**src/rtl/qif_pkg.sv**
```systemverilog
// Shared constants and state type for the QIF neuron spike monitor.
package qif_pkg;

    localparam int unsigned V_MEM_W = 8;

    localparam logic signed [V_MEM_W-1:0] SPIKE_THRESH = 8'sd50;
    localparam logic signed [V_MEM_W-1:0] V_RESET      = -8'sd20;
    localparam logic signed [V_MEM_W-1:0] V_PREV_RST   = 8'sh80;

    typedef enum logic {
        ARMED,
        REFRACT
    } qif_state_e;

endpackage

```
**src/rtl/qif_window_timer.sv**
```systemverilog
// Rate-window timer: counts enabled cycles 0..WINDOW_CYCLES-1 and strobes the last one.
module qif_window_timer #(
    parameter logic [23:0] WINDOW_CYCLES = 24'd10_000_000
) (
    input  logic clk,
    input  logic rst_n,
    input  logic ena,
    output logic win_end
);

    localparam logic [23:0] LAST_CYCLE = WINDOW_CYCLES - 24'd1;

    logic [23:0] win_ctr;

    assign win_end = ena && (win_ctr == LAST_CYCLE);

    always_ff @(posedge clk or negedge rst_n) begin
        if (!rst_n) begin
            win_ctr <= '0;
        end else if (ena) begin
            win_ctr <= (win_ctr == LAST_CYCLE) ? '0 : win_ctr + 24'd1;
        end
    end

endmodule

```
**src/rtl/qif_spike_monitor.sv**
```systemverilog
// Threshold-crossing spike detector with refractory period, free-running spike
// count and per-window spike rate for a QIF neuron membrane potential.
module qif_spike_monitor
    import qif_pkg::*;
#(
    parameter logic [23:0] WINDOW_CYCLES  = 24'd10_000_000,
    parameter int unsigned REFRACT_CYCLES = 4
) (
    input  logic                clk,
    input  logic                rst_n,
    input  logic                ena,
    input  logic [V_MEM_W-1:0]  v_mem,
    input  logic [V_MEM_W-1:0]  thresh,
    output logic                spike,
    output logic [7:0]          spike_total,
    output logic [7:0]          rate,
    output logic                rate_valid,
    output logic                rate_sat
);

    localparam logic [3:0] REFR_LOAD = 4'(REFRACT_CYCLES - 1);

    logic signed [V_MEM_W-1:0] v_prev;
    qif_state_e                state;
    logic [3:0]                refr_cnt;
    logic [7:0]                win_cnt;
    logic                      win_sat;
    logic                      win_end;
    logic                      crossing;
    logic [7:0]                win_cnt_next;
    logic                      win_sat_next;

    qif_window_timer #(
        .WINDOW_CYCLES(WINDOW_CYCLES)
    ) u_window_timer (
        .clk     (clk),
        .rst_n   (rst_n),
        .ena     (ena),
        .win_end (win_end)
    );

    // The closing window's rate must include a spike seen on its final cycle.
    always_comb begin
        crossing = ena && (state == ARMED)
                   && (v_prev < $signed(thresh))
                   && ($signed(v_mem) >= $signed(thresh));
        win_cnt_next = win_cnt;
        win_sat_next = win_sat;
        if (crossing) begin
            if (win_cnt == 8'hFF) begin
                win_sat_next = 1'b1;
            end else begin
                win_cnt_next = win_cnt + 8'd1;
            end
        end
    end

    always_ff @(posedge clk or negedge rst_n) begin
        if (!rst_n) begin
            v_prev      <= V_PREV_RST;
            state       <= ARMED;
            refr_cnt    <= '0;
            spike       <= 1'b0;
            spike_total <= '0;
            win_cnt     <= '0;
            win_sat     <= 1'b0;
            rate        <= '0;
            rate_sat    <= 1'b0;
            rate_valid  <= 1'b0;
        end else begin
            spike      <= crossing;
            rate_valid <= win_end;
            if (ena) begin
                v_prev <= $signed(v_mem);
                case (state)
                    ARMED: begin
                        if (crossing) begin
                            state    <= REFRACT;
                            refr_cnt <= REFR_LOAD;
                        end
                    end
                    REFRACT: begin
                        if (refr_cnt == 4'd0) begin
                            state <= ARMED;
                        end else begin
                            refr_cnt <= refr_cnt - 4'd1;
                        end
                    end
                    default: state <= ARMED;
                endcase
                if (crossing) begin
                    spike_total <= spike_total + 8'd1;
                end
                if (win_end) begin
                    rate     <= win_cnt_next;
                    rate_sat <= win_sat_next;
                    win_cnt  <= '0;
                    win_sat  <= 1'b0;
                end else begin
                    win_cnt <= win_cnt_next;
                    win_sat <= win_sat_next;
                end
            end
        end
    end

endmodule

```
**config.mk**
```make
export PLATFORM = sky130hd
export DESIGN_NAME = qif_spike_monitor
export DESIGN_NICKNAME = d
export VERILOG_FILES = /design/src/rtl/qif_pkg.sv /design/src/rtl/qif_window_timer.sv /design/src/rtl/qif_spike_monitor.sv
export SDC_FILE = /design/constraint.sdc
export NUM_CORES = 1
export LEC_CHECK = 0
export CORE_MARGIN = 3
export CORE_UTILIZATION = 61
export CTS_CLUSTER_SIZE = 40
export DETAILED_ROUTE_END_ITERATION = 10
export PLACE_DENSITY_LB_ADDON = 0.1
export SLEW_MARGIN = 20
export SYNTH_ARGS = -nofsm -noshare
export SYNTH_HDL_FRONTEND = slang
export SYNTH_SLANG_ARGS = --single-unit
```
**constraint.sdc**
```tcl
create_clock -name clk -period 4.9 [get_ports clk]
set_clock_uncertainty 0.05 [all_clocks]
set_input_delay 0.49 -clock clk [delete_from_list [all_inputs] [get_ports clk]]
set_output_delay 0.49 -clock clk [all_outputs]
set_load 0.1 [all_outputs]
```
==> impl_metrics.ini, run 1 <==
[global_routing]
grt_pass1_wl_um = 13230
grt_start_max_net_pins = 66
gr-total-overflow = 0
track_usage_pct = 26.25
grt_pass1_vias = 2730
antenna_found_initial = 0

[timing]
hold_viol = 0
period_share_pct = 65.24
slew-limit-headroom_pct = 34.11
rsz0062_at_grt = no
worst_pin_slew_ps = 985.2
tns_ps = 0
drv_slew = 0
setup_violations = 0
clock.fmax_mhz = 312.8
finalCriticalPeriod_ps = 3197

[drt]
via_per_inst = 6.030
drcViolationCount = 0
post_drt_wl_per_cell_um = 16.74
vias = 2780
drt_pre_antenna_iters = 4
postRouteAntennaNets = 0
drt_iter0_drc = 215
drt_wl_total_um = 7718

[die]
pin_count = 38
fp.dieH_um = 81.31
fp.dieW_um = 81.31
rows = 26
initial_utilization_pct = 65.24
die-area_um2 = 6611
core_um2 = 5303

[worst_setup_path]
start_kind = primary input
worstPathArrival_ps = 3360
critical_path.top_delay_family = compound AO/OA/AOI/OAI gates
r2r_end = refr_cnt[3]$_DFFE_PN0P_
slowest_stage = a2111oi_0
critical_path_class = in2reg
cp.depth = 10
r2r_setup_slack_ps = 2370
path_buf_inv = 3
critical-path-max-stage-delay_ps = 560
endpoint_kind = register
r2r_start = v_prev[7]$_DFFE_PN1P_
reg2reg_depth = 8
path_cells = clkdlybuf4s50_1 > inv_1 > ha_1 > nand2b_1 > a2111oi_0 > or4_4 > a21o_1 > clkinv_2 > nor2_1 > o211ai_1
worstPathRequired_ps = 5060
path_max_fanout = 16

[cells_and_area]
final_nets = 425
drive_gt1_share_pct = 8.440
num-fill-cells = 352
antenna_cells = 0
final_common_cell = dfrtp_1
final_cell_mix = dfrtp_1, clkdlybuf4s50_1, nand2_1
area_growth_pct = 19.31
final_core_util_pct = 77.84

[hold_path]
worstHoldPathType = in2async

[clock_network]
cts_root_buf = clkbuf_8
cts_made_buffers = 9
ctsHoldBuffers = 0
cts_tree = yes
cts_buffer_depth = 2
postCtsSetupRepairBufs = 0
cts_sinks = 65
path_clk_slew_ps = 80
ctsResizeCount = 0
clk_latency_ps = 340
htreeDepth = 3

[logic_synthesis]
synth_top_family_by_area = simple AND/OR/NAND/NOR gates
yosys.area.top_type_share_pct = 46.29
synthMuxAreaShare_pct = 3.183
synth_cells = 346
synth_cell_types = 56
syn_nets = 385
synth-main-ff-cell = dfrtp_1
synth_fa_ha_area_share_pct = 7.233
synth.area.top_cells = dfrtp_1, ha_1, xnor2_1, nand2_1, nor2_1
synth_warnings = 0
avgSynthCellArea_um2 = 9.999
ys_seq_area_share_pct = 47.05
yosys.area_share.simple_pct = 21.19
synth_compound_area_share_pct = 10.56
netlist_area_um2 = 3460
yosys.area.top_type = dfrtp_1
synth_xor_area_share_pct = 7.342
ys_seq_elements = 65
synth_edf_count = 0
synthArstFlopShare_pct = 100.0

[status]
status = finished clean

[power_and_ir_drop]
p_leak_nw = 1.868
pwr_density_cell_nw_per_um2 = 408.9
peakVddDrop_v = 0.0003517

[placed_design]
dp_hpwl_um = 5255
globalplace.congestion = 0.8750
io_buffers = 37

[job]
max-cap-violations = 0
## through the flow
step                total power [mW]  setup WS, ps  hold WS, ps  cells  cell area [um^2]
CTS                            1.692          1745        303.3    461              4128
global route                   1.779          1506        332.9    461              4128
detailed placement             1.123          1422        422.3    445              3879
finish                         1.688          1703        270.0    461              4128
floorplan                      1.011          2423        144.4    346              3460
global placement               1.105          1508        407.7    445              3879
## synthesized netlist by cell type (all sizes together), types with 2 or more instances
cell    number
and4         5
nor2        33
nand2b       3
a41oi        2
nor2b        4
or4          2
inv         16
a21oi       12
nand3       14
o21a         2
xnor2       18
and3         7
o22ai        2
nand4b       2
o21ai       11
and2         2
nor3         8
o211ai       3
a31oi        4
a211oi       2
a21o         2
o31ai        4
nand2       34
a211o        2
ha          20
clkbuf       5
nor4b        2
or3          2
dfrtp       64
mux2         8
xor2        11
nand4       17
mux2i        2
buf          5
## state kept, by name, indices dropped and copies added (netlist names), 4 cells and up
| name | flops |
|---|---|
| v_prev | 8 |
| rate | 8 |
| spike_total | 8 |
| win_cnt | 8 |
| u_window_timer.win_ctr | 24 |
| refr_cnt | 4 |
## kinds of logic (layout without fill, tap and decap cells)
| kind of cell | count (synthesis) | count (layout) |
|---|---|---|
| XOR/XNOR | 29 | 29 |
| adder cells (fa/ha/maj) | 20 | 20 |
| buffers and inverters | 27 | 72 |
| AO/OA/AOI/OAI | 55 | 55 |
| flip-flops | 65 | 65 |
| multiplexers | 10 | 10 |
| AND/OR/NAND/NOR | 140 | 140 |
## power by group
| group | switching [mW] | total, mW | internal [mW] |
|---|---|---|---|
| Clock | 0.226 | 0.569 | 0.343 |
| Sequential | 0.0972 | 0.705 | 0.608 |
| Combinational | 0.259 | 0.414 | 0.155 |
| Total | 0.582 | 1.69 | 1.11 |
## worst register-to-register path: stages (launching register included)
cell and delay (ps):
dfstp_2 550, ha_1 250, nor3b_1 150, o22ai_1 120, a41o_1 170, a21o_1 320, clkinv_2 310, nor2_1 340
o211ai_1 150
## layout make-up
type	instances	area (um^2)	share of cell area, %
inverter	17	65.06	1.576
timing repair buffer	39	380.4	9.215
sequential	65	1628	39.44
multi-input combinational	254	1718	41.62
clock buffer	9	123.9	3.001
tap	70	87.58	2.122
clock inverter	7	125.1	3.031
## per-layer routing
layer | GRT usage (%) | wire, um
met4 | 12.67 | 185
met1 | 34.65 | 3392
met5 | 0 | 0
met2 | 42.10 | 3829
met3 | 4.102 | 311
## worst max-delay path by stage
stage / from / endpoint / slack, ps
after floorplan: thresh[2] / spike_total[3]$_DFFE_PN0P_ / 2420
after global placement: v_mem[0] / win_cnt[4]$_DFFE_PN0P_ / 1510
after detailed placement: v_mem[0] / refr_cnt[3]$_DFFE_PN0P_ / 1420
final: v_mem[0] / refr_cnt[3]$_DFFE_PN0P_ / 1700
after global routing: v_mem[0] / refr_cnt[3]$_DFFE_PN0P_ / 1510
after CTS: v_mem[0] / refr_cnt[3]$_DFFE_PN0P_ / 1740
Note: power is estimated with default switching activity, not from simulation.
==> run 2: changes to the inputs <==
--- a/config.mk
+++ b/config.mk
@@ -6,7 +6,7 @@
 export NUM_CORES = 1
 export LEC_CHECK = 0
 export CORE_MARGIN = 3
-export CORE_UTILIZATION = 61
+export CORE_UTILIZATION = 56
 export CTS_CLUSTER_SIZE = 40
 export DETAILED_ROUTE_END_ITERATION = 10
 export PLACE_DENSITY_LB_ADDON = 0.1
==> constraint.sdc (replaced) <==
create_clock -name clk -period 3.3 [get_ports clk]
set_clock_uncertainty 0.05 [all_clocks]
set_input_delay 0.33 -clock clk [delete_from_list [all_inputs] [get_ports clk]]
set_output_delay 0.33 -clock clk [all_outputs]
set_load 0.1 [all_outputs]
==> impl_metrics.ini, run 2 (synthesis gave the netlist of run 1 again) <==
[clock_network]
path_clk_slew_ps = 70
ctsResizeCount = 0
htreeDepth = 3
cts_buffer_depth = 2
cts_tree = yes
cts_sinks = 65
cts_made_buffers = 9
postCtsSetupRepairBufs = 0
ctsHoldBuffers = 0
cts_root_buf = clkbuf_8
clk_latency_ps = 350

[job]
max-cap-violations = 0

[timing]
setup_violations = 0
worst_pin_slew_ps = 972.8
clock.fmax_mhz = 384.1
finalCriticalPeriod_ps = 2604
tns_ps = 0
rsz0062_at_grt = no
period_share_pct = 78.90
hold_slack_ps = 4.595
slew-limit-headroom_pct = 34.94
drv_slew = 0
hold_viol = 0

[cells_and_area]
top_register = u_window_timer.win_ctr
final_cell_mix = dfrtp_1, clkdlybuf4s50_1, nand2_1
largest_reg_flops = 24
drive_gt1_share_pct = 8.838
antenna_cells = 0
final_cell_count_no_fill = 471
final_common_cell = dfrtp_1
final_core_util_pct = 69.26
num-fill-cells = 452
area_growth_pct = 19.24
final_nets = 430

[global_routing]
grt_pass1_vias = 2696
track_usage_pct = 21.34
gr-total-overflow = 0
grt_pass1_wl_um = 12300
grt_start_max_net_pins = 36
antenna_found_initial = 0

[worst_setup_path]
worstPathArrival_ps = 2790
critical_path_class = in2reg
reg2reg_depth = 7
path_cells = clkdlybuf4s50_1 > inv_1 > ha_1 > nand2b_1 > a2111oi_0 > or4_4 > a211o_1 > buf_4 > nor3_1 > a211o_1
endpoint_kind = register
critical-path-max-stage-delay_ps = 480
cpMostUsedCell = a211o_1
r2r_end = rate[3]$_DFFE_PN0P_
critical_path.top_delay_family = compound AO/OA/AOI/OAI gates
path_buf_inv = 3
r2r_start = v_prev[2]$_DFFE_PN0P_
path_max_fanout = 12
slowest_stage = clkdlybuf4s50_1
r2r_setup_slack_ps = 870
start_kind = primary input
worstPathRequired_ps = 3480

[die]
die-area_um2 = 7157
core_um2 = 5956
rows = 28
initial_utilization_pct = 58.09
fp.dieW_um = 84.60
fp.dieH_um = 84.60
pin_count = 38

[drt]
vias = 2722
post_drt_wl_per_cell_um = 15.15
postRouteAntennaNets = 0
drt_iter0_drc = 158
drt_pre_antenna_iters = 4
drcViolationCount = 0
drt_wl_total_um = 7137
via_per_inst = 5.779

[placed_design]
globalplace.congestion = 0.8914
dp_hpwl_um = 5018
dp.cells = 455
io_buffers = 37

[power_and_ir_drop]
p_leak_nw = 1.875
peakVddDrop_v = 0.0004894
power_mw = 2.360
pwr_density_cell_nw_per_um2 = 572.1

[status]
status = finished clean

[hold_path]
worstHoldPathType = in2async
-- run 2: layout make-up --
cell class              instances  area, um^2  share of cell area [%]
multi-input cells             254        1713                   41.52
flip-flops and latches         65        1628                   39.46
repair buffers                 44       417.9                   10.13
clock buffers                  14       172.7                   4.186
well taps                      75       93.84                   2.275
inverters                      17       65.06                   1.577
clock inverters                 2       35.03                  0.8493
-- run 2: per-stage QoR --
step / worst slack, ps / area, um^2
2_1_floorplan: 982.6 / 3460
3_3_place_gp: 373.9 / 3918
4_1_cts: 670.1 / 4125
5_1_grt: 502.7 / 4125
3_5_place_dp: 405.5 / 3918
6_report: 696.2 / 4125
-- run 2: worst max-delay path by stage --
| stage | to | slack, ps | cells after the start | from |
|---|---|---|---|---|
| 2_1_floorplan | spike_total[3]$_DFFE_PN0P_ | 980 | 11 | thresh[2] |
| 3_3_place_gp | win_cnt[1]$_DFFE_PN0P_ | 370 | 10 | v_mem[0] |
| 3_5_place_dp | win_cnt[1]$_DFFE_PN0P_ | 410 | 10 | v_mem[0] |
| 4_1_cts | win_cnt[1]$_DFFE_PN0P_ | 670 | 10 | v_mem[0] |
| 5_1_grt | win_cnt[1]$_DFFE_PN0P_ | 500 | 10 | v_mem[0] |
| 6_report | win_cnt[1]$_DFFE_PN0P_ | 700 | 10 | v_mem[0] |
-- run 2: metal layers --
layer  vias up  track usage, %  share of wire, %  wire (um)
li1       1336               -                 -          -
met1      1309           29.07                48       3394
met2        64           33.17                46       3274
met3        13           5.397               4.8        342
met4         0           7.626               1.8        126
met5         -               0                 0          0
-- run 2: where the power goes --
part | leakage, nW | switching [mW] | internal (mW)
sequential | 0.847 | 0.140 | 0.903
combinational | 0.921 | 0.368 | 0.234
clock | 0.107 | 0.305 | 0.411
==> run 3: changes to the inputs <==
==> constraint.sdc (replaced) <==
create_clock -name clk -period 2.7 [get_ports clk]
set_clock_uncertainty 0.05 [all_clocks]
set_input_delay 0.27 -clock clk [delete_from_list [all_inputs] [get_ports clk]]
set_output_delay 0.27 -clock clk [all_outputs]
set_load 0.1 [all_outputs]
==> impl_metrics.ini, run 3 (synthesis gave the netlist of run 1 again) <==
[status]
status = finished clean

[timing]
period_share_pct = 93.43
finalCriticalPeriod_ps = 2523
slew-limit-headroom_pct = 45.87
drv_slew = 0
hold_viol = 0
worst_pin_slew_ps = 811.9
rsz0062_at_grt = no
clock.fmax_mhz = 396.4
setup_violations = 0

[drt]
m1WireLength_um = 3357
vias = 2715
drcViolationCount = 0
drt_wl_total_um = 7238
post_drt_wl_per_cell_um = 15.05
met2_length_um = 3464
route.met3.wl_um = 293
drt_pre_antenna_iters = 4
via_per_inst = 5.644
routed.top_layer = met4
drt_iter0_drc = 112
postRouteAntennaNets = 0

[worst_setup_path]
start_kind = primary input
critical-path-max-stage-delay_ps = 470
critical_path.top_delay_family = simple AND/OR/NAND/NOR gates
path_buf_inv = 4
critical_path_class = in2reg
worstPathRequired_ps = 2920
path_cells = clkdlybuf4s50_1 > inv_1 > ha_1 > nand2b_1 > a2111oi_1 > buf_4 > or4_4 > a211o_1 > buf_12 > or3_1 > a31oi_1
slowest_stage = clkdlybuf4s50_1
path_max_fanout = 14
endpoint_kind = register
worstPathArrival_ps = 2740

[cells_and_area]
final_cell_count_no_fill = 481
top_register = u_window_timer.win_ctr
area_growth_pct = 19.89
final_nets = 440
antenna_cells = 0
drive_gt1_share_pct = 15.52
multi_input_area_um2 = 1714
num-fill-cells = 453
final_common_cell = dfrtp_1
largest_reg_flops = 24
final_cell_mix = dfrtp_1, buf_4, nand2_1
regArea_um2 = 1628

[clock_network]
clk_latency_ps = 340
postCtsSetupRepairBufs = 0
path_clk_slew_ps = 70
cts_made_buffers = 9
cts_buffer_depth = 2
cts_sinks = 65
htreeDepth = 3
cts_root_buf = clkbuf_8
cts_tree = yes

[placed_design]
globalplace.congestion = 0.8459
dp.cells = 465
dp_hpwl_um = 5106
io_buffers = 37

[die]
pin_count = 38
die-area_um2 = 7157
fp.dieW_um = 84.60
core_um2 = 5956
rows = 28
initial_utilization_pct = 58.09
fp.dieH_um = 84.60

[global_routing]
antenna_found_initial = 0
gr-total-overflow = 0
grt_pass1_wl_um = 12520
grt_pass1_vias = 2722
grt_start_max_net_pins = 66
track_usage_pct = 21.79

[power_and_ir_drop]
pwr_density_cell_nw_per_um2 = 688.1
p_leak_nw = 1.956
peakVddDrop_v = 0.0005301
power_mw = 2.854

[hold_path]
worstHoldPathType = in2async

[job]
max-cap-violations = 0
-- run 3: cell types whose count changed in the layout (fill, tap and decap cells not counted) --
cell	previous run	this run
a2111oi_0	1	0
clkbuf_1	2	3
buf_12	0	1
clkdlybuf4s50_1	36	17
clkbuf_8	12	10
a2111oi_1	0	1
clkinv_2	2	3
buf_4	7	35
-- run 3: area by class of cell --
| type | instances | share of cell area (%) |
|---|---|---|
| repair buffers | 54 | 11.04 |
| inverters | 17 | 1.569 |
| clock inverters | 3 | 0.9653 |
| flip-flops and latches | 65 | 39.25 |
| well taps | 75 | 2.262 |
| clock buffers | 13 | 3.590 |
| multi-input cells | 254 | 41.33 |
-- run 3: power breakdown --
| group | total (mW) | switching (mW) | internal (mW) |
|---|---|---|---|
| registers | 1.27 | 0.163 | 1.10 |
| logic | 0.776 | 0.473 | 0.304 |
| clock network | 0.811 | 0.361 | 0.450 |
| total | 2.85 | 0.997 | 1.86 |
-- run 3: stage by stage --
step	area (um^2)	hold slack, ps	TNS (ps)	setup WS (ps)	utilization, %
floorplan	3460	-75.59	0	442.6	-
global placement	3958	408.3	-1517	-174.7	66.45
detailed placement	3958	408.1	-1799	-214.7	66.45
CTS	4146	78.27	0	157.0	69.62
global route	4148	115.3	0	52.91	69.64
finish	4148	36.48	0	177.5	69.64
-- run 3: final timing paths --
check	from	end	slack, ps	cells past startpoint
setup / recovery	v_mem[0]	rate[3]$_DFFE_PN0P_	180	11
hold / removal	rst_n	v_prev[1]$_DFFE_PN0P_	40	2
setup reg to reg	v_prev[2]$_DFFE_PN0P_	rate[3]$_DFFE_PN0P_	280	8
hold reg to reg	spike_total[7]$_DFFE_PN0P_	spike_total[7]$_DFFE_PN0P_	420	1
max in group asynchronous	rst_n	spike_total[7]$_DFFE_PN0P_	2020	2
min in group clk	spike_total[7]$_DFFE_PN0P_	spike_total[7]$_DFFE_PN0P_	420	1
-- run 3: timing repair --
| item | in CTS | in global routing |
|---|---|---|
| setup endpoints to repair | 0 | 1 |
| resized for setup | 0 | 1 |
| endpoints found under the hold margin | 0 | 0 |
| hold buffers | 0 | 0 |
-- run 3: per-layer routing --
| layer | up-vias | global-route usage (%) |
|---|---|---|
| li1 | 1347 | - |
| met1 | 1303 | 28.70 |
| met2 | 49 | 35.66 |
| met3 | 16 | 3.925 |
| met4 | 0 | 8.777 |
| met5 | - | 0 |
